[config.mk]
export PLATFORM = sky130hd
export DESIGN_NAME = rc_16_serial_sub
export DESIGN_NICKNAME = d
export VERILOG_FILES = /design/src/rtl/rc_16_serial_sub.sv
export SDC_FILE = /design/constraint.sdc
export NUM_CORES = 1
export LEC_CHECK = 0
export CORE_MARGIN = 2
export CORE_UTILIZATION = 60
export DETAILED_ROUTE_END_ITERATION = 6
export DONT_BUFFER_PORTS = 1
export GPL_TIMING_DRIVEN = 0
export PLACE_DENSITY = 0.76
export SETUP_SLACK_MARGIN = 0.3
export SKIP_CTS_REPAIR_TIMING = 1
export SLEW_MARGIN = 20
export SYNTH_ARGS = -nofsm -noshare
export SYNTH_HDL_FRONTEND = slang
export SYNTH_SLANG_ARGS = --single-unit
[constraint.sdc]
create_clock -name clk -period 6.33 [get_ports clk]
set_input_delay 1.266 -clock clk [delete_from_list [all_inputs] [get_ports clk]]
set_output_delay 1.266 -clock clk [all_outputs]
set_load 0.005 [all_outputs]
[src/rtl/rc_16_serial_sub.sv]
// Digit-serial ripple-borrow subtractor: diff = sum_in - {0,op_in}, DIGIT bits per cycle, LSB first.
// Optional APPROX_LSB_SUB_EN swaps bit 0 for the approximate borrow cell.
module rc_16_serial_sub #(
   parameter int WIDTH = 16,
   parameter int DIGIT = 4
) (
   input  logic             clk,
   input  logic             rst,
   input  logic             in_valid,
   output logic             in_ready,
   input  logic [WIDTH:0]   sum_in,
   input  logic [WIDTH-1:0] op_in,
   output logic             out_valid,
   input  logic             out_ready,
   output logic [WIDTH:0]   diff_out,
   output logic             underflow
);

   localparam int N     = WIDTH / DIGIT;
   localparam int CNT_W = (N > 1) ? $clog2(N) : 1;

   typedef enum logic [1:0] {IDLE, BUSY, DONE} state_t;

   state_t           state;
   logic [WIDTH:0]   x_r;
   logic [WIDTH-1:0] y_r;
   logic             borrow;
   logic [CNT_W-1:0] cnt;

   logic [DIGIT-1:0] x_dig;
   logic [DIGIT-1:0] y_dig;
   logic [DIGIT-1:0] d_dig;
   logic             borrow_chain;

   // Full-subtractor cell: {borrow_out, difference}
   function automatic logic [1:0] sub_cell(input logic x, input logic y, input logic b);
      sub_cell = {(~x & y) | (~x & b) | (y & b), x ^ y ^ b};
   endfunction

   assign x_dig = x_r[cnt*DIGIT +: DIGIT];
   assign y_dig = y_r[cnt*DIGIT +: DIGIT];

   always_comb begin
      d_dig        = '0;
      borrow_chain = borrow;
      for (int i = 0; i < DIGIT; i++) begin
`ifdef APPROX_LSB_SUB_EN
         // Bit 0 of the whole word never generates a borrow in the approximate build
         if (i == 0 && cnt == '0) begin
            d_dig[i]     = x_dig[i] & ~y_dig[i];
            borrow_chain = 1'b0;
         end else begin
            {borrow_chain, d_dig[i]} = sub_cell(x_dig[i], y_dig[i], borrow_chain);
         end
`else
         {borrow_chain, d_dig[i]} = sub_cell(x_dig[i], y_dig[i], borrow_chain);
`endif
      end
   end

   always_ff @(posedge clk) begin
      if (rst) begin
         state     <= IDLE;
         in_ready  <= 1'b1;
         out_valid <= 1'b0;
         diff_out  <= '0;
         underflow <= 1'b0;
         borrow    <= 1'b0;
         cnt       <= '0;
      end else begin
         case (state)
            IDLE: begin
               if (in_valid) begin
                  x_r      <= sum_in;
                  y_r      <= op_in;
                  borrow   <= 1'b0;
                  cnt      <= '0;
                  in_ready <= 1'b0;
                  state    <= BUSY;
               end
            end
            BUSY: begin
               diff_out[cnt*DIGIT +: DIGIT] <= d_dig;
               borrow <= borrow_chain;
               cnt    <= cnt + 1'b1;
               // Last digit also resolves the sum's extra top bit against the final borrow
               if (cnt == CNT_W'(N - 1)) begin
                  diff_out[WIDTH] <= x_r[WIDTH] ^ borrow_chain;
                  underflow       <= ~x_r[WIDTH] & borrow_chain;
                  out_valid       <= 1'b1;
                  state           <= DONE;
               end
            end
            DONE: begin
               if (out_ready) begin
                  out_valid <= 1'b0;
                  in_ready  <= 1'b1;
                  state     <= IDLE;
               end
            end
            default: begin
               out_valid <= 1'b0;
               in_ready  <= 1'b1;
               state     <= IDLE;
            end
         endcase
      end
   end

endmodule

# Word level (Yosys, flattened, before mapping)
# Cells that the tools add are included.
totals:
  ff_bits: 58
  in_bits: 37
  word_cells: 82
classes:
  n_addsub: 2
  eq_ne: 6
  shifts: 4
  muxes: 15
  bitwise_logic: 38
  reduce_logical: 8
ops:
  columns: ["op", "n"]
  rows:
  - ["$neg A4 Y34", 1]
  - ["$shift A4 B34 Y17 const A", 1]
  - ["$shiftx A4 B34 Y17", 1]
  - ["$bwmux W17", 1]
  - ["$shiftx A17 B5 Y4", 1]
  - ["$shiftx A16 B5 Y4", 1]
  - ["$and A1 B1 Y1", 13]
  - ["$reduce_and A3 Y1", 4]
  - ["$xor A1 B1 Y1", 9]
  - ["$mux W2", 4]
  - ["$not A1 Y1", 8]
  - ["$or A1 B1 Y1", 8]
  - ["$ne A2 B2 Y1 const B", 3]
  - ["$pmux W1 S3", 2]
  - ["$pmux W2 S3", 1]
  - ["$mux W1", 5]
  - ["$eq A2 B2 Y1 const B", 2]
  - ["$pmux W2 S2", 1]
  - ["$reduce_and A2 Y1", 2]
  - ["$add A2 B1 Y2 const B", 1]
  - ["$eq A2 B1 Y1 const B", 1]
  - ["$logic_not A2 Y1", 1]
  - ["$pmux W1 S2", 1]
  - ["$reduce_bool A2 Y1", 1]

# Logic depth before layout (Yosys ltp)
# Gate-level depths: netlist of run 1.
logic_depth:
  ltp_word: 16
  ltp_mapped: 12
  depth_no_buf: 11

# Worst setup path after synthesis of run 1
# OpenSTA, ideal clock, no wires.
synth_path:
  path_kind: "input to register"
  startpoint: "input port rst"
  endpoint: "register x_r[0] (enable)"
  arrival_time_ns: 4.912
  required_time_ns: 5.812
  slack_ns: 0.900
  path_stages: 2
  cell_sequence: "clkbuf_1 -> nor4b_1"
synth_via:
  elab_chain_len: 2
synth_lines:
  columns: ["item", "line_no", "rtl"]
  rows:
  - ["start, declared", "8", "input logic rst,"]
  - ["$not A1 Y1 (no source line)", null, null]
  - ["$reduce_and A3 Y1 (no source line)", null, null]
  - ["end signal, assigned", "74", "x_r <= sum_in;"]
  - ["end, declared", "25", "logic [WIDTH:0] x_r;"]
# Every way passes these cells.
# A chain may end at the register's enable or synchronous reset.

# Worst setup path after layout of run 1
layout_path:
  startpoint: "register cnt[1]"
  endpoint: "register diff_out[16]"
layout_via:
  elab_chain_len: 16
  word_cells_on_any_way: 41
  cone_classes: "add/sub: 1; eq/ne: 1; shift: 4; mux: 2; bitwise: 33"
layout_lines:
  columns: ["item", "line_no", "rtl"]
  rows:
  - ["start, declared", "28", "logic [CNT_W-1:0] cnt;"]
  - ["start signal, assigned", "85", "cnt <= cnt + 1'b1;"]
  - ["parallel branches: the longest is 15 deep, another holds $shiftx A17 B5 Y4", null, null]
  - ["$mux W1 (*)", "87", "if (cnt == CNT_W'(N - 1)) begin"]
  - ["end signal, assigned by index", "83", "diff_out[cnt*DIGIT +: DIGIT] <= d_dig;"]
  - ["end signal, assigned by index", "88", "diff_out[WIDTH] <= x_r[WIDTH] ^ borrow_chain;"]
  - ["end, declared", "15", "output logic [WIDTH:0] diff_out,"]
# Every way passes the cells marked *.

==> metrics.md, run 1 <==
| Metric | Value |
|---|---|
| Vias in the first global route | 1477 |
| CTS root buf | clkbuf_8 |
| CTS sink count | 58 |
| 1st-iter DRT viols | 77 |
| Final setup violating endpoints | 0 |
| Worst path required time | 6.58 ns |
| Tmin final | 3.482 ns |
| Slew @ Worst Pin | 0.5089 ns |
| Worst hold path class | register to register |
| Max Cap Viol | 0 |
| DRC Markers | 0 |
| Count of cell types in the netlist | 37 |
| Total GRT Usage | 0.2129 |
| Layout cells sized above 1 | 0.1579 |
| Fin nets | 253 |
| Hold path cells | 2 |
| Setup TNS | 0 ns |
| GRT Residual Overflow | 0 |
| Cell Rows | 23 |
| DP Cell Count | 243 |
| Deepest clock path buffer count | 2 |
| Sequential area share after synthesis | 0.5922 |
| Fin cells | 259 |
| Largest net degree at the start of global routing | 11 |
| Most frequent cells in the layout | edfxtp_1, dfxtp_1, a21oi_1 |
| Initial antenna violation count | 0 |
| Tot Pwr | 0.8897 mW |
| Worst clock skew | 0.005654 ns |
| Routability congestion estimate | 0.8657 |
| Die Span Y | 68.79 µm |
| Asr flop ratio synth | 0 |
| DIE AREA | 4732 µm² |
| Predominant post-synthesis flop cell | edfxtp_1 |
| Drt wl/cell | 17.09 µm |
| Worst VDD drop | 198.3 µV |
| Mean number of vias per cell | 5.923 |
| First-pass GRT wire length | 6.810 mm |
| Pleak | 0.9937 nW |
| Worst Setup Start Kind | register |
| WP data arrival | 3.73 ns |
| Die width | 68.79 µm |
| Commonest non-fill, non-tap cell in the layout | edfxtp_1 |
| Critical path capture point type | register |
| RSZ-0062 raised after global routing | false |
| Flop2flop setup slack | 2.85 ns |
| Dpl hpwl | 3.241 mm |
| Power per cell area | 313.1 nW/µm² |
| Crit path kind | register to register |
| Max FO, Critical Path | 10 |
| Vias | 1534 |
| I/O pins | 57 |
| ANT cells | 0 |
| CTS clock-pin slew for the worst setup and hold paths | 0.07 ns |
| Syn Nets | 238 |
| Detailed Routing Iterations Pass 1 | 6 |
| Core Area | 4029 µm² |
| Post-Synthesis Cells | 189 |
| Slew Limit Headroom | 0.6607 |
| Number of synthesized register bits | 58 |
| CTS tree | done |
| H-tree depth | 3 |
| Tcrit/Tclk final | 0.5500 |
| Fmax | 287.2 MHz |
| Status | complete, no violations |
| Final hold viol count | 0 |
| Post-Syn Area | 2519 µm² |
| Starting Density | 0.6252 |
| Post-Route WL | 4.427 mm |
| Post-route ant nets | 0 |
| Number of synthesized flops with an enable pin | 33 |
| Clk_lat worst skew | 0.33 ns |
| TritonCTS Buffers | 9 |
| R2R depth | 12 |
| Synth warn | 0 |
| Syn Area/Cell | 13.33 µm² |
| PortBufs | 0 |
| Max-slew violation count | 0 |
| Area grow syn2layout | 12.82% |
-- sequential cells by signal, indices dropped and copies added, names as in the netlist --
signal and count:
in_ready 1, state 2, diff_out 17, x_r 17, cnt 2, underflow 1, y_r 16, borrow 1
out_valid 1
-- final timing paths --
check                               endpoint         from
worst max register to register  diff_out[16]       cnt[1]
worst max-delay path            diff_out[16]       cnt[1]
worst min-delay path             diff_out[6]  diff_out[6]
worst min register to register   diff_out[6]  diff_out[6]
-- layout make-up --
| type | instances | area (µm²) |
|---|---|---|
| Multi-Input combinational cell | 110 | 924.6 |
| Buffer | 10 | 67.56 |
| Sequential cell | 58 | 1491 |
| Clock inverter | 7 | 107.6 |
| Inverter | 11 | 41.29 |
| Timing Repair Buffer | 4 | 22.52 |
| Clock buffer | 9 | 123.9 |
| Tap cell | 50 | 62.56 |
| Fill cell | 279 | 1187 |
-- per-stage QoR --
step / util / instance area, µm² / hold slack, ns / setup slack (ns)
global route: 0.7053 / 2841 / 0.4887 / 2.614
finish: 0.7053 / 2841 / 0.4697 / 2.848
global placement: 0.6407 / 2581 / 0.4615 / 0.09322
detailed placement: 0.6478 / 2610 / 0.4664 / 2.818
floorplan: - / 2519 / 0.4483 / 0.9000
CTS: 0.7053 / 2841 / 0.4751 / 2.795
-- kinds of logic after synthesis --
group	Yosys count	synth area share
multiplexers	8	0.07750
buffers and inverters	21	0.04322
AO/OA/AOI/OAI	30	0.06955
AND/OR/NAND/NOR	60	0.1461
flip-flops	58	0.5922
adder cells (fa/ha/maj)	12	0.07154
-- worst max-delay path: stages (launching register included) --
cell and delay, ns:
dfxtp_1 0.41, clkbuf_1 0.43, mux4_1 0.37, inv_1 0.09
fa_1 0.17, inv_1 0.05, fa_1 0.37, fa_1 0.40
fa_1 0.37, inv_1 0.08, ha_1 0.22, nand2b_1 0.17
a311oi_2 0.26
-- power breakdown --
group          switching, mW  internal [mW]  leakage [nW]  total, mW
clock network          0.139          0.257         0.118      0.396
logic                 0.0438         0.0308         0.368     0.0746
registers            0.00614          0.412         0.508      0.419
-- per-layer routing --
metal | track usage | share of wire | vias to the layer above
li1 | - | - | 733
met1 | 0.2472 | 0.41 | 724
met2 | 0.3438 | 0.50 | 67
met3 | 0.06656 | 0.066 | 10
met4 | 0.1324 | 0.016 | 0
met5 | 0 | 0 | -
-- cells in the mapped netlist, types with 2 or more instances --
| cell | count | area, µm² |
|---|---|---|
| a21oi_1 | 22 | 110.1 |
| and3b_1 | 3 | 26.28 |
| buf_2 | 2 | 10.01 |
| clkbuf_1 | 4 | 15.01 |
| dfxtp_1 | 25 | 500.5 |
| edfxtp_1 | 33 | 991.0 |
| fa_1 | 4 | 80.08 |
| ha_1 | 8 | 100.1 |
| inv_1 | 11 | 41.29 |
| mux4_1 | 4 | 105.1 |
| mux4_2 | 4 | 90.09 |
| nand2_1 | 18 | 67.56 |
| nand2b_1 | 2 | 12.51 |
| nand3_1 | 5 | 25.02 |
| nand3b_1 | 5 | 37.54 |
| nand4_1 | 6 | 37.54 |
| nand4b_1 | 6 | 52.55 |
| nor2_1 | 6 | 22.52 |
| o21ai_0 | 3 | 15.01 |
No activity file was read; power rests on OpenSTA's default activity.
==> run 2, diff against run 1 <==
--- a/config.mk
+++ b/config.mk
@@ -6,11 +6,11 @@
 export NUM_CORES = 1
 export LEC_CHECK = 0
 export CORE_MARGIN = 2
-export CORE_UTILIZATION = 60
+export CORE_UTILIZATION = 56
 export DETAILED_ROUTE_END_ITERATION = 6
 export DONT_BUFFER_PORTS = 1
 export GPL_TIMING_DRIVEN = 0
-export PLACE_DENSITY = 0.76
+export PLACE_DENSITY = 0.74
 export SETUP_SLACK_MARGIN = 0.3
 export SKIP_CTS_REPAIR_TIMING = 1
 export SLEW_MARGIN = 20
==> constraint.sdc (replaced) <==
create_clock -name clk -period 3 [get_ports clk]
set_input_delay 0.6 -clock clk [delete_from_list [all_inputs] [get_ports clk]]
set_output_delay 0.6 -clock clk [all_outputs]
set_load 0.005 [all_outputs]
==> metrics.md, run 2 (synthesis gave the netlist of run 1 again) <==
| Metric | Value |
|---|---|
| ANT cells | 0 (unchanged) |
| Critical path capture point | diff_out[16] (unchanged) |
| Drt wl/cell | 16.58 µm (was 17.09 µm) |
| Worst path required time | 3.25 ns (was 6.58 ns) |
| Cell Rows | 24 (was 23) |
| Starting Density | 0.5784 (was 0.6252) |
| Tmin final | 2.969 ns (was 3.482 ns) |
| Die width | 71.07 µm (was 68.79 µm) |
| Clk_lat worst skew | 0.33 ns (about the same) |
| CTS clock-pin slew for the worst setup and hold paths | 0.06 ns (was 0.07 ns) |
| Largest net degree at the start of global routing | 16 (was 11) |
| Detailed Routing Iterations Pass 1 | 4 (was 6) |
| Vias in the first global route | 1537 (was 1477) |
| Slew @ Worst Pin | 0.5374 ns (was 0.5089 ns) |
| GRT Max-Usage Layer | met2 (unchanged) |
| Worst clock skew | 0.005177 ns (was 0.005654 ns) |
| R2R depth | 12 (unchanged) |
| Worst hold margin | 0.3613 ns (was 0.4697 ns) |
| Internal | 1.319 mW (was 0.7004 mW) |
| Largest registers | diff_out (17), x_r (17), y_r (16) (unchanged) |
| First-pass GRT wire length | 6.906 mm (was 6.810 mm) |
| Worst VDD drop | 356.1 µV (was 198.3 µV) |
| I/O pins | 57 (unchanged) |
| Most frequent cells in the layout | edfxtp_1, dfxtp_1, a21oi_1 (unchanged) |
| CTS tree | done (unchanged) |
| Fin nets | 255 (was 253) |
| Fin cells | 262 (was 259) |
| Max FO, Critical Path | 5 (was 10) |
| Post-Route WL | 4.344 mm (was 4.427 mm) |
| Final hold viol count | 0 (unchanged) |
| Fill cells | 335 (was 279) |
| Met2 Usage GRT | 0.2970 (was 0.3438) |
| Pleak | 0.9827 nW (was 0.9937 nW) |
| Sw power | 0.3853 mW (was 0.1892 mW) |
| Met1 GRT Util | 0.2052 (was 0.2472) |
| WP data arrival | 3.22 ns (was 3.73 ns) |
| Max Cap Viol | 0 (unchanged) |
| Status | complete, no violations (unchanged) |
| Dpl hpwl | 3.180 mm (was 3.241 mm) |
| Core Area | 4354 µm² (was 4029 µm²) |
| DIE AREA | 5050 µm² (was 4732 µm²) |
| Commonest non-fill, non-tap cell in the layout | edfxtp_1 (unchanged) |
| RSZ-0062 raised after global routing | true (was false) |
| Deepest clock path buffer count | 2 (unchanged) |
| Fmax | 336.8 MHz (was 287.2 MHz) |
| Layout cells sized above 1 | 0.2238 (was 0.1579) |
| CTS sink count | 58 (unchanged) |
| Vias | 1523 (was 1534) |
| Reg-to-Reg End | diff_out[16] (unchanged) |
| Tot Pwr | 1.704 mW (was 0.8897 mW) |
| Die Span Y | 71.07 µm (was 68.79 µm) |
| Mean number of vias per cell | 5.813 (was 5.923) |
| Combinational share of power | 0.104 (was 0.084) |
| Routability congestion estimate | 0.8969 (was 0.8657) |
| M3 GR Usage | 0.09117 (was 0.06656) |
| Crit path kind | register to register (unchanged) |
| Area grow syn2layout | 13.91% (was 12.82%) |
| Final setup violating endpoints | 0 (unchanged) |
| Max-slew violation count | 0 (unchanged) |
| TritonCTS Buffers | 9 (unchanged) |
| 1st-iter DRT viols | 73 (was 77) |
| DRC Markers | 0 (unchanged) |
| Power per cell area | 594.0 nW/µm² (was 313.1 nW/µm²) |
| Clock power frac | 0.378 (was 0.446) |
| Worst Setup Start Kind | register (unchanged) |
| Slew Limit Headroom | 0.6402 (was 0.6607) |
| CTS root buf | clkbuf_8 (unchanged) |
| Worst setup path start | cnt[0] (was cnt[1]) |
| PortBufs | 0 (unchanged) |
| Worst hold path class | input port to register (was register to register) |
| GRT Residual Overflow | 0 (unchanged) |
| Critical path capture point type | register (unchanged) |
| H-tree depth | 3 (unchanged) |
| Reg2reg start | cnt[0] (was cnt[1]) |
| DP Cell Count | 243 (unchanged) |
| Reg power frac | 0.518 (was 0.471) |
| Switching share of power | 0.2261 (was 0.2127) |
| Total GRT Usage | 0.1857 (was 0.2129) |
| Initial antenna violation count | 0 (unchanged) |
| Flop2flop setup slack | 0.03 ns (was 2.85 ns) |
| Tcrit/Tclk final | 0.9897 (was 0.5500) |
| Post-route ant nets | 0 (unchanged) |
==> run 2: power groups by stage <==
stage | logic [mW] | clock network, mW | registers [mW]
after floorplan | 0.129 | 0 | 0.897
after global placement | 0.160 | 0 | 0.900
after detailed placement | 0.168 | 0 | 0.901
after CTS | 0.169 | 0.658 | 0.884
after global routing | 0.195 | 0.681 | 0.885
final | 0.177 | 0.644 | 0.883
==> run 2: routing by layer <==
metal	up-vias	wire (µm)
met3	15	308
met2	56	2187
li1	732	-
met5	-	0
met4	0	118
met1	720	1730
==> run 2: worst min path at each step <==
| stage | start | to | slack, ns | depth (start not counted) |
|---|---|---|---|---|
| 6_report | sum_in[14] | x_r[14] | 0.36 | 0 |
| 5_1_grt | op_in[9] | y_r[9] | 0.34 | 0 |
| 4_1_cts | op_in[9] | y_r[9] | 0.35 | 0 |
| 3_5_place_dp | diff_out[14] | diff_out[14] | 0.47 | 2 |
| 3_3_place_gp | diff_out[2] | diff_out[2] | 0.46 | 2 |
| 2_1_floorplan | diff_out[12] | diff_out[12] | 0.45 | 2 |
==> run 2: worst max-delay path: stages, from the launching register on <==
cell      delay, ns
dfxtp_4        0.36
buf_6          0.13
mux4_2         0.50
inv_2          0.07
fa_2           0.18
inv_2          0.03
fa_2           0.33
fa_2           0.34
fa_2           0.34
inv_2          0.08
ha_4           0.19
nand2b_4       0.14
a311oi_2       0.18
==> run 2: through the flow <==
stage / instance area, µm² / setup TNS, ns / utilization / setup WS (ns)
finish: 2869 / 0 / 0.6589 / 0.03103
global route: 2869 / -0.1005 / 0.6589 / -0.08215
CTS: 2820 / -0.2064 / 0.6477 / -0.1322
detailed placement: 2646 / -0.1610 / 0.6078 / -0.1108
global placement: 2628 / -0.09468 / 0.6034 / -0.09468
floorplan: 2562 / 0 / - / 0.04378
==> run 2: area by class of cell <==
type                    count  area (µm²)  area share
flip-flops and latches     58        1495      0.5212
multi-input cells         110       969.7      0.3380
clock buffers              10       127.6     0.04448
plain buffers              10       75.07     0.02617
well taps                  52       65.06     0.02268
repair buffers              6       48.80     0.01701
clock inverters             5       46.29     0.01614
inverters                  11       41.29     0.01439
